<file path="config.mk">
export PLATFORM = sky130hd
export DESIGN_NAME = run_dump_controller
export DESIGN_NICKNAME = d
export VERILOG_FILES = /design/src/rtl/run_dump_controller.sv
export SDC_FILE = /design/constraint.sdc
export NUM_CORES = 1
export LEC_CHECK = 0
export ABC_CLOCK_PERIOD_IN_PS = 2800
export CAP_MARGIN = 20
export CORE_ASPECT_RATIO = 0.5
export CORE_UTILIZATION = 37
export DETAILED_ROUTE_END_ITERATION = 8
export PLACE_DENSITY = 0.92
export SLEW_MARGIN = 25
export SYNTH_ARGS = -nofsm -noshare
export SYNTH_HDL_FRONTEND = slang
export SYNTH_SLANG_ARGS = --single-unit
</file>
<file path="constraint.sdc">
create_clock -name clk_i -period 2.8 [get_ports clk_i]
set_input_delay 0.28 -clock clk_i [delete_from_list [all_inputs] [get_ports clk_i]]
set_output_delay 0.28 -clock clk_i [all_outputs]
set_load 0.005 [all_outputs]
</file>
<file path="src/rtl/run_dump_controller.sv">
// Sequences a CPU core through reset hold, bounded execution and a register-file dump
// streamed over a valid/ready interface.
module run_dump_controller #(
    parameter int unsigned NUM_REGS     = 32,
    parameter int unsigned DATA_WIDTH   = 32,
    parameter int unsigned RESET_CYCLES = 1,
    parameter int unsigned MAX_CYCLES   = 30,
    parameter int unsigned CYCLE_WIDTH  = 16
) (
    input  logic                        clk_i,
    input  logic                        rst_i,
    input  logic                        start_i,
    input  logic                        except_i,
    input  logic                        halt_req_i,
    output logic                        cpu_reset_o,
    output logic                        cpu_run_o,
    output logic [$clog2(NUM_REGS)-1:0] rf_raddr_o,
    input  logic [DATA_WIDTH-1:0]       rf_rdata_i,
    output logic                        dump_valid_o,
    input  logic                        dump_ready_i,
    output logic [$clog2(NUM_REGS)-1:0] dump_idx_o,
    output logic [DATA_WIDTH-1:0]       dump_data_o,
    output logic                        dump_last_o,
    output logic                        finished_o,
    output logic [1:0]                  cause_o,
    output logic [CYCLE_WIDTH-1:0]      cycle_count_o
);

    localparam int unsigned IdxW  = $clog2(NUM_REGS);
    localparam int unsigned HoldW = (RESET_CYCLES > 1) ? $clog2(RESET_CYCLES) : 1;

    localparam logic [IdxW-1:0]        IdxLast = IdxW'(NUM_REGS - 1);
    localparam logic [HoldW-1:0]       HoldMax = HoldW'(RESET_CYCLES - 1);
    localparam logic [CYCLE_WIDTH-1:0] CycMax  = CYCLE_WIDTH'(MAX_CYCLES - 1);

    localparam logic [1:0] CauseNone    = 2'b00;
    localparam logic [1:0] CauseTimeout = 2'b01;
    localparam logic [1:0] CauseExcept  = 2'b10;
    localparam logic [1:0] CauseHalt    = 2'b11;

    typedef enum logic [2:0] {
        StIdle,
        StRstHold,
        StRun,
        StDump,
        StDone
    } state_e;

    state_e                 state_q, state_d;
    logic [HoldW-1:0]       hold_q, hold_d;
    logic [CYCLE_WIDTH-1:0] cycle_q, cycle_d;
    logic [1:0]             cause_q, cause_d;
    logic [IdxW-1:0]        idx_q, idx_d;

    always_ff @(posedge clk_i or posedge rst_i) begin
        if (rst_i) begin
            state_q <= StIdle;
            hold_q  <= '0;
            cycle_q <= '0;
            cause_q <= CauseNone;
            idx_q   <= '0;
        end else begin
            state_q <= state_d;
            hold_q  <= hold_d;
            cycle_q <= cycle_d;
            cause_q <= cause_d;
            idx_q   <= idx_d;
        end
    end

    always_comb begin
        state_d = state_q;
        hold_d  = hold_q;
        cycle_d = cycle_q;
        cause_d = cause_q;
        idx_d   = idx_q;

        unique case (state_q)
            StIdle, StDone: begin
                if (start_i) begin
                    state_d = StRstHold;
                    hold_d  = '0;
                    cycle_d = '0;
                    cause_d = CauseNone;
                    idx_d   = '0;
                end
            end

            StRstHold: begin
                if (hold_q == HoldMax) begin
                    state_d = StRun;
                end else begin
                    hold_d = hold_q + HoldW'(1);
                end
            end

            StRun: begin
                // The edge that leaves RUN still counts as an executed cycle.
                cycle_d = cycle_q + CYCLE_WIDTH'(1);
                if (except_i) begin
                    state_d = StDump;
                    cause_d = CauseExcept;
                    idx_d   = '0;
                end else if (halt_req_i) begin
                    state_d = StDump;
                    cause_d = CauseHalt;
                    idx_d   = '0;
                end else if (cycle_q == CycMax) begin
                    state_d = StDump;
                    cause_d = CauseTimeout;
                    idx_d   = '0;
                end
            end

            StDump: begin
                if (dump_ready_i) begin
                    if (idx_q == IdxLast) begin
                        state_d = StDone;
                    end else begin
                        idx_d = idx_q + IdxW'(1);
                    end
                end
            end

            default: begin
                state_d = StIdle;
            end
        endcase
    end

    // Machine reset stays low in DUMP/DONE so the register file survives readout.
    assign cpu_reset_o   = (state_q == StIdle) || (state_q == StRstHold);
    assign cpu_run_o     = (state_q == StRun);
    assign dump_valid_o  = (state_q == StDump);
    assign finished_o    = (state_q == StDone);
    assign rf_raddr_o    = idx_q;
    assign dump_idx_o    = idx_q;
    assign dump_data_o   = rf_rdata_i;
    assign dump_last_o   = (idx_q == IdxLast);
    assign cause_o       = cause_q;
    assign cycle_count_o = cycle_q;

endmodule

</file>
Yosys cells after proc, flatten, opt, wreduce, memory -nomap -nowiden
Cells that the tools add are included.
Storage, ports and cells
  register bits after elaboration: 27
  bits of input ports: 38
  output and inout bits: 65
  word-level logic and storage cells: 56
Cells by class
  add/sub/neg operators: 3
  equality and inequality tests: 12
  muxes and demuxes: 25
  reduce and logical (&&, ||, !) cells: 11
Operator list (count)
  16-bit case mux with 2 select lines: 1
  5-bit two-way mux: 6
  3-bit two-way mux: 7
  16-bit by 1-bit adder with 16-bit output (second input constant): 1
  16-bit by 5-bit equality test with 1-bit output (second input constant): 1
  16-bit two-way mux: 1
  5-bit case mux with 3 select lines: 1
  3-bit case mux with 4 select lines: 1
  5-bit AND reduction: 2
  2-bit two-way mux: 4
  3-bit by 2-bit equality test with 1-bit output (second input constant): 2
  2-bit inequality test (second input constant): 3
  5-bit by 1-bit adder with 5-bit output (second input constant): 1
  5-bit equality test (second input constant): 1
  2-bit by 1-bit inequality test with 1-bit output (second input constant): 2
  4-bit by 3-bit inequality test with 1-bit output (second input constant): 1
  2-bit case mux with 2 select lines: 1
  2-bit AND reduction: 2
  2-bit nonzero test: 2
  3-bit by 1-bit equality test with 1-bit output (second input constant): 1
  3-bit equality test (second input constant): 1
  3-bit logical NOT: 1
  3-bit AND reduction: 1
  3-bit nonzero test: 1
  5 further kinds: 6

Longest topological paths before layout
Gate-level depths: netlist (run 1).
  depth after elaboration: 5
  mapped depth: 9
  depth with buffers taken out: 8

Least setup slack after synthesis (run 1)
No wires, ideal clock.
  path type: reg2reg
  from: register idx_q[0] (netlist: dump_idx_o[0])
  to: register idx_q[3] (netlist: dump_idx_o[3])
  setup time: 0.069 ns
  data arrival time: 2.234 ns
  required time: 2.731 ns
  slack: 0.497 ns
  cell stages (with the launch flop): 10
  path buffers: 1
  clock period less this slack: 2.303 ns
  cells stage by stage: dfrtp_1 ha_1 and3_1 ha_1 nand2b_1 a21o_1 a32o_1 buf_6 or4_1 nand3_1
Between the ends
  elaborated cells on any way between the ends: 7
  those cells by class: add/sub (1); eq/ne (2); mux (3); reduce/logical (1)
RTL lines
  start, declared: RTL line 53  | logic [IdxW-1:0] idx_q, idx_d;
  start signal, assigned: RTL line 67  | idx_q <= idx_d;
  5-bit equality test
  net dump_last_o: RTL line 23  | output logic dump_last_o,
  2-bit inequality test (no source line)
  5-bit AND reduction (no source line)
The timed path passes the listed nets, and every way through them passes these cells. The select of a mux whose other input is x is not followed.
A chain may end at the register's enable or synchronous reset.

Final worst setup path (run 1)
  from: register idx_q[0] (netlist: dump_idx_o[0])
  to: register idx_q[3] (netlist: dump_idx_o[3])
Between the ends
  longest elaborated chain between the ends: 4
  elaborated cells on any way between the ends: 7
  those cells by class: add/sub (1); eq/ne (2); mux (3); reduce/logical (1)
Ends and longest elaborated chain
  5-bit by 1-bit adder with 5-bit output: RTL line 120  | idx_d = idx_q + IdxW'(1);
  5-bit two-way mux: RTL line 117  | if (idx_q == IdxLast) begin
  5-bit two-way mux: RTL line 116  | if (dump_ready_i) begin
  5-bit case mux with 3 select lines: RTL line 78  | unique case (state_q)
Several ways; a longest one is shown, not always the timed one. The select of a mux whose other input is x is not followed.

==> results.cfg, run 1 <==
[status]
status = completed

[finish]
instances_no_fill = 254
num-fill-cells = 388
final_cell_mix = clkdlybuf4s50_1, nand2_1, o21ai_0, dfrtp_1, nor2_1
final_common_cell = clkdlybuf4s50_1
regArea_sq_um = 651
area_growth_pct = 12.3
layout-drive-gt1-share_pct = 7.00
utilization_pct = 45.8
diodes = 0
multiInputGateArea_sq_um = 707
nets = 243

[cts]
postCtsHoldBufs = 0
clkLatencyLatePin_ps = 270
cts_tree = built
clk_path_buf_depth = 2
clk_pin_slew_ps = 90
cts_setup_buffers = 0
cts_sinks = 26
cts_max_level = 1
ctsRootBufferMaster = clkbuf_8
cts_buffers = 3
cts_resized = 0

[placed_design]
place.gp.congestion = 0.775
dp_cells = 250
io_buffers = 38
hpwl_mm = 2.80

[route]
firstDrtPassIters = 4
drtIter0Drc = 123
via_count = 1409
vias_per_cell = 5.55
wire_per_inst_um = 15.1
antenna_left = 0
drcViolationCount = 0
wirelength_mm = 3.83

[setup_path]
crit_fanout = 10
end_kind = register
crit_path_start_kind = register
required_ps = 3010
critical_path_class = reg2reg
arrival_ps = 2620

[sta]
setup_viol = 0
fin_skew_ps = 3.01
drv_slew = 0
period_share_pct = 86.0
relSlewSlack_pct = 44.0
hold_viol = 0
worst_slew_pin_slew_ps = 833
setup_tns_ps = 0
post-route-min-period_ps = 2410
rsz0062_at_grt = no
fmax_ghz = 0.415

[pwr]
power.leakage_nw = 0.833
p_total_w = 0.00152
p_per_area_mw_per_mm2 = 805
ir_drop_mv = 0.223

[yosys]
yosys.area.top_type = dfrtp_1
synthTopCellsByArea = dfrtp_1, buf_4, o21ai_0, nand2_1, nor2_1
netlist.area_leader.share_pct = 38.6
avgSynthCellArea_sq_um = 8.46
seq_area_frac_synth_pct = 38.6
synth_area_sq_mm = 0.00168
synth-seq-cells = 26
synth_fp_nets = 241
synth_cell_types = 34
syn-instance-count = 199
yosys_warnings = 0

[floorplan]
fp.dieW_um = 97.4
start_util_pct = 40.8
die_area_sq_mm = 0.00484
core_sq_mm = 0.00412
dieHeight_um = 49.7
num_rows = 16
ios = 103

[global_route]
grt_pass1_wl_mm = 6.14
antenna_found_initial = 0
grt_max_degree = 27
track_usage_pct = 15.8
grt_pass1_vias = 1276
overflow = 0

[flow_run]
drv_cap = 0

[worst_hold_path]
hold_class = in2async
layer usage:
| metal | vias up | GRT usage (%) | wire, um |
|---|---|---|---|
| met2 | 69 | 26.2 | 1830 |
| met3 | 23 | 3.83 | 323 |
| li1 | 656 | - | - |
| met4 | 0 | 7.35 | 102 |
| met1 | 661 | 19.8 | 1580 |
| met5 | - | 0 | 0 |
registers in the layout (all words and copies together), names as in the netlist:
signal	count
cause_o	2
cycle_count_o	16
state_q	3
dump_idx_o	5
Yosys cell counts, drive strengths merged:
cell type and number:
or2b 1, nor4 2, ha 4, o22ai 1, or2 1, o31ai 3, xnor2 1, clkbuf 4
nand2 27, a21oi 3, nand3 8, a32o 1, o21ai 27, a31oi 3, nor3 4, nor4b 1
inv 6, dfrtp 26, a31o 1, a21o 4, nand4 6, nand2b 3, buf 38, nand3b 1
and4 1, or4 1, nor2 14, o41ai 1, and3 5, xor2 1
worst max-delay path: stages, from the launching register on:
cell,delay (ps)
dfrtp_1,440
ha_1,240
and3_1,190
ha_1,200
nand2b_1,160
a21o_1,170
a32o_1,320
or4_1,530
nand3_1,100
where the power goes:
| part | total (W) | switching [W] | leakage [nW] | internal [W] |
|---|---|---|---|---|
| clock network | 0.000246 | 0.000120 | 0.0288 | 0.000126 |
| registers | 0.000620 | 0.000146 | 0.336 | 0.000474 |
| logic | 0.000656 | 0.000287 | 0.469 | 0.000368 |
| total | 0.00152 | 0.000554 | 0.833 | 0.000968 |
logic make-up after synthesis:
family,count (synthesis),share of synthesized area [%]
AND/OR/NAND/NOR,75,22.7
adder cells (fa/ha/maj),4,2.97
buffers and inverters,48,19.4
flip-flops,26,38.6
XOR/XNOR,2,1.04
AO/OA/AOI/OAI,44,15.2
area by class of cell:
class / instances / area share, %
multi-input cells: 125 / 37.4
inverters: 6 / 1.19
repair buffers: 39 / 20.5
well taps: 54 / 3.57
flip-flops and latches: 26 / 34.4
clock buffers: 4 / 2.91
worst paths after layout:
check | start | to | slack [ps] | cells past startpoint
worst max-delay path | dump_idx_o[0] | dump_idx_o[3] | 390 | 8
worst min-delay path | rst_i | cycle_count_o[8] | 380 | 2
worst max register to register | dump_idx_o[0] | dump_idx_o[3] | 390 | 8
worst min register to register | state_q[2] | state_q[1] | 500 | 1
max in group asynchronous | rst_i | cycle_count_o[3] | 2050 | 2
min in group clk_i | state_q[2] | state_q[1] | 500 | 1
metrics by stage:
step / setup slack (ps) / cell area (sq um) / hold WS, ps
floorplan: 497 / 1680 / 320
global placement: 517 / 1840 / 469
detailed placement: 414 / 1840 / 483
CTS: 391 / 1890 / 498
global route: 287 / 1890 / 415
finish: 393 / 1890 / 379
(Power assumes the default switching activity.)
==> inputs of run 2 (changes only) <==
--- a/config.mk
+++ b/config.mk
@@ -11,7 +11,7 @@
 export CORE_UTILIZATION = 37
 export DETAILED_ROUTE_END_ITERATION = 8
 export PLACE_DENSITY = 0.92
-export SLEW_MARGIN = 25
+export SLEW_MARGIN = 10
 export SYNTH_ARGS = -nofsm -noshare
 export SYNTH_HDL_FRONTEND = slang
 export SYNTH_SLANG_ARGS = --single-unit
==> run 2 against run 1 <==
Worst hold slack worse by 130 ps; largest power group unchanged; count of clock-buffer cells in the layout did not move; register-to-register slack is essentially flat; cell count up 0.39%; die area unchanged; total power rose by 0.37%; sequential cell count is the same; utilization up 0.67 points; maximum frequency decreased by 0.10%; sequential share of layout area down 0.49 points; via count is 0.57% higher.
==> results.cfg, run 2 (synthesis results as in run 1) <==
[route]
wirelength_mm = 3.87
drtIter0Drc = 120
firstDrtPassIters = 4
via_count = 1417
vias_per_cell = 5.56
antenna_left = 0
drcViolationCount = 0
wire_per_inst_um = 15.2

[finish]
diodes = 0
nets = 244
regArea_sq_um = 651
area_growth_pct = 13.9
final_common_cell = clkdlybuf4s50_1
num-fill-cells = 384
layout-drive-gt1-share_pct = 6.97
instances_no_fill = 255
largest_reg_flops = 16
multiInputGateArea_sq_um = 707
final_cell_mix = clkdlybuf4s50_1, nand2_1, o21ai_0, dfrtp_1, nor2_1

[pwr]
switchingPower_w = 0.000555
power.leakage_nw = 0.847
p_total_w = 0.00153
combPwrFrac_pct = 43.3
ir_drop_mv = 0.222
swShare_pct = 36.4
p_per_area_mw_per_mm2 = 796
power_frac_seq_pct = 40.7
p_int_w = 0.000971
clkPwrFrac_pct = 16.0

[cts]
clk_path_buf_depth = 2
cts_resized = 0
cts_sinks = 26
clkLatencyLatePin_ps = 270
cts_tree = built
ctsRootBufferMaster = clkbuf_8
clk_pin_slew_ps = 90
cts_max_level = 1
postCtsHoldBufs = 0
cts_buffers = 3
cts_setup_buffers = 0

[sta]
drv_slew = 0
setup_tns_ps = 0
post-route-min-period_ps = 2410
period_share_pct = 86.1
rsz0062_at_grt = no
fin_ws_ps = 390
fin_skew_ps = 2.47
fmax_ghz = 0.415
relSlewSlack_pct = 49.4
worst_slew_pin_slew_ps = 754
hold_viol = 0
setup_viol = 0

[flow_run]
drv_cap = 0

[setup_path]
r2r_slack_ps = 390
crit_fanout = 10
critical_path_class = reg2reg
end_kind = register
regToRegStartpoint = dump_idx_o[0]
r2r_end = dump_idx_o[3]
reg2reg_depth = 8
crit_path_start_kind = register
required_ps = 3010
arrival_ps = 2620

[placed_design]
io_buffers = 38
dp_cells = 250
place_worst_setup_slack_ps = 414
hpwl_mm = 2.80
place.gp.congestion = 0.775

[global_route]
grt_pass1_wl_mm = 6.14
antenna_found_initial = 0
grt_pass1_vias = 1276
track_usage_pct = 15.8
overflow = 0
grt_max_degree = 27

[floorplan]
start_util_pct = 40.8
die_area_sq_mm = 0.00484
dieHeight_um = 49.7
ios = 103
core_sq_mm = 0.00412
num_rows = 16
fp.dieW_um = 97.4

[status]
status = completed

[worst_hold_path]
hold_class = in2async
## run 2: critical path: stages (launching register included)
cell      delay, ps
dfrtp_1         440
ha_1            240
and3_1          190
ha_1            200
nand2b_1        150
a21o_1          170
a32o_1          320
or4_1           530
nand3_1         100
## run 2: power by group through the flow
stage	logic, W	clock network [W]	registers (W)
final	0.000662	0.000244	0.000622
after global routing	0.000724	0.000269	0.000645
after CTS	0.000662	0.000252	0.000621
after detailed placement	0.000659	0	0.000627
after global placement	0.000631	0	0.000613
after floorplan	0.000387	0	0.000604
## run 2: area by class of cell
| cell class | instances | area share [%] |
|---|---|---|
| inverters | 6 | 1.17 |
| multi-input cells | 125 | 36.9 |
| well taps | 54 | 3.52 |
| flip-flops and latches | 26 | 33.9 |
| clock buffers | 4 | 2.87 |
| repair buffers | 40 | 21.7 |
## run 2: worst max path at each step
stage	startpoint	to	slack (ps)	depth (start not counted)
CTS	dump_idx_o[0]	dump_idx_o[3]	390	8
detailed placement	dump_idx_o[0]	dump_idx_o[3]	410	8
floorplan	dump_idx_o[0]	dump_idx_o[3]	500	9
global route	dump_idx_o[0]	dump_idx_o[3]	280	8
finish	dump_idx_o[0]	dump_idx_o[3]	390	8
global placement	dump_idx_o[0]	dump_idx_o[3]	520	8
## run 2: per-layer routing
metal | GRT usage (%) | vias up | part of all wire, %
li1 | - | 657 | -
met1 | 19.8 | 680 | 42
met2 | 26.2 | 57 | 48
met3 | 3.83 | 23 | 7.0
met4 | 7.35 | 0 | 2.9
met5 | 0 | - | 0
## run 2: per-stage QoR
| stage | cell area [sq um] | utilization [%] | hold WS [ps] |
|---|---|---|---|
| global route | 1920 | 46.5 | 275 |
| global placement | 1840 | 44.5 | 469 |
| finish | 1920 | 46.5 | 253 |
| detailed placement | 1840 | 44.5 | 483 |
| CTS | 1890 | 45.8 | 498 |
| floorplan | 1680 | - | 320 |
==> inputs of run 3 (changes only) <==
--- a/config.mk
+++ b/config.mk
@@ -11,7 +11,7 @@
 export CORE_UTILIZATION = 37
 export DETAILED_ROUTE_END_ITERATION = 8
 export PLACE_DENSITY = 0.92
-export SLEW_MARGIN = 10
+export SLEW_MARGIN = 40
 export SYNTH_ARGS = -nofsm -noshare
 export SYNTH_HDL_FRONTEND = slang
 export SYNTH_SLANG_ARGS = --single-unit
==> results of run 3 <==
No change in the layout: final DEF, timing and power equal those of run 1.
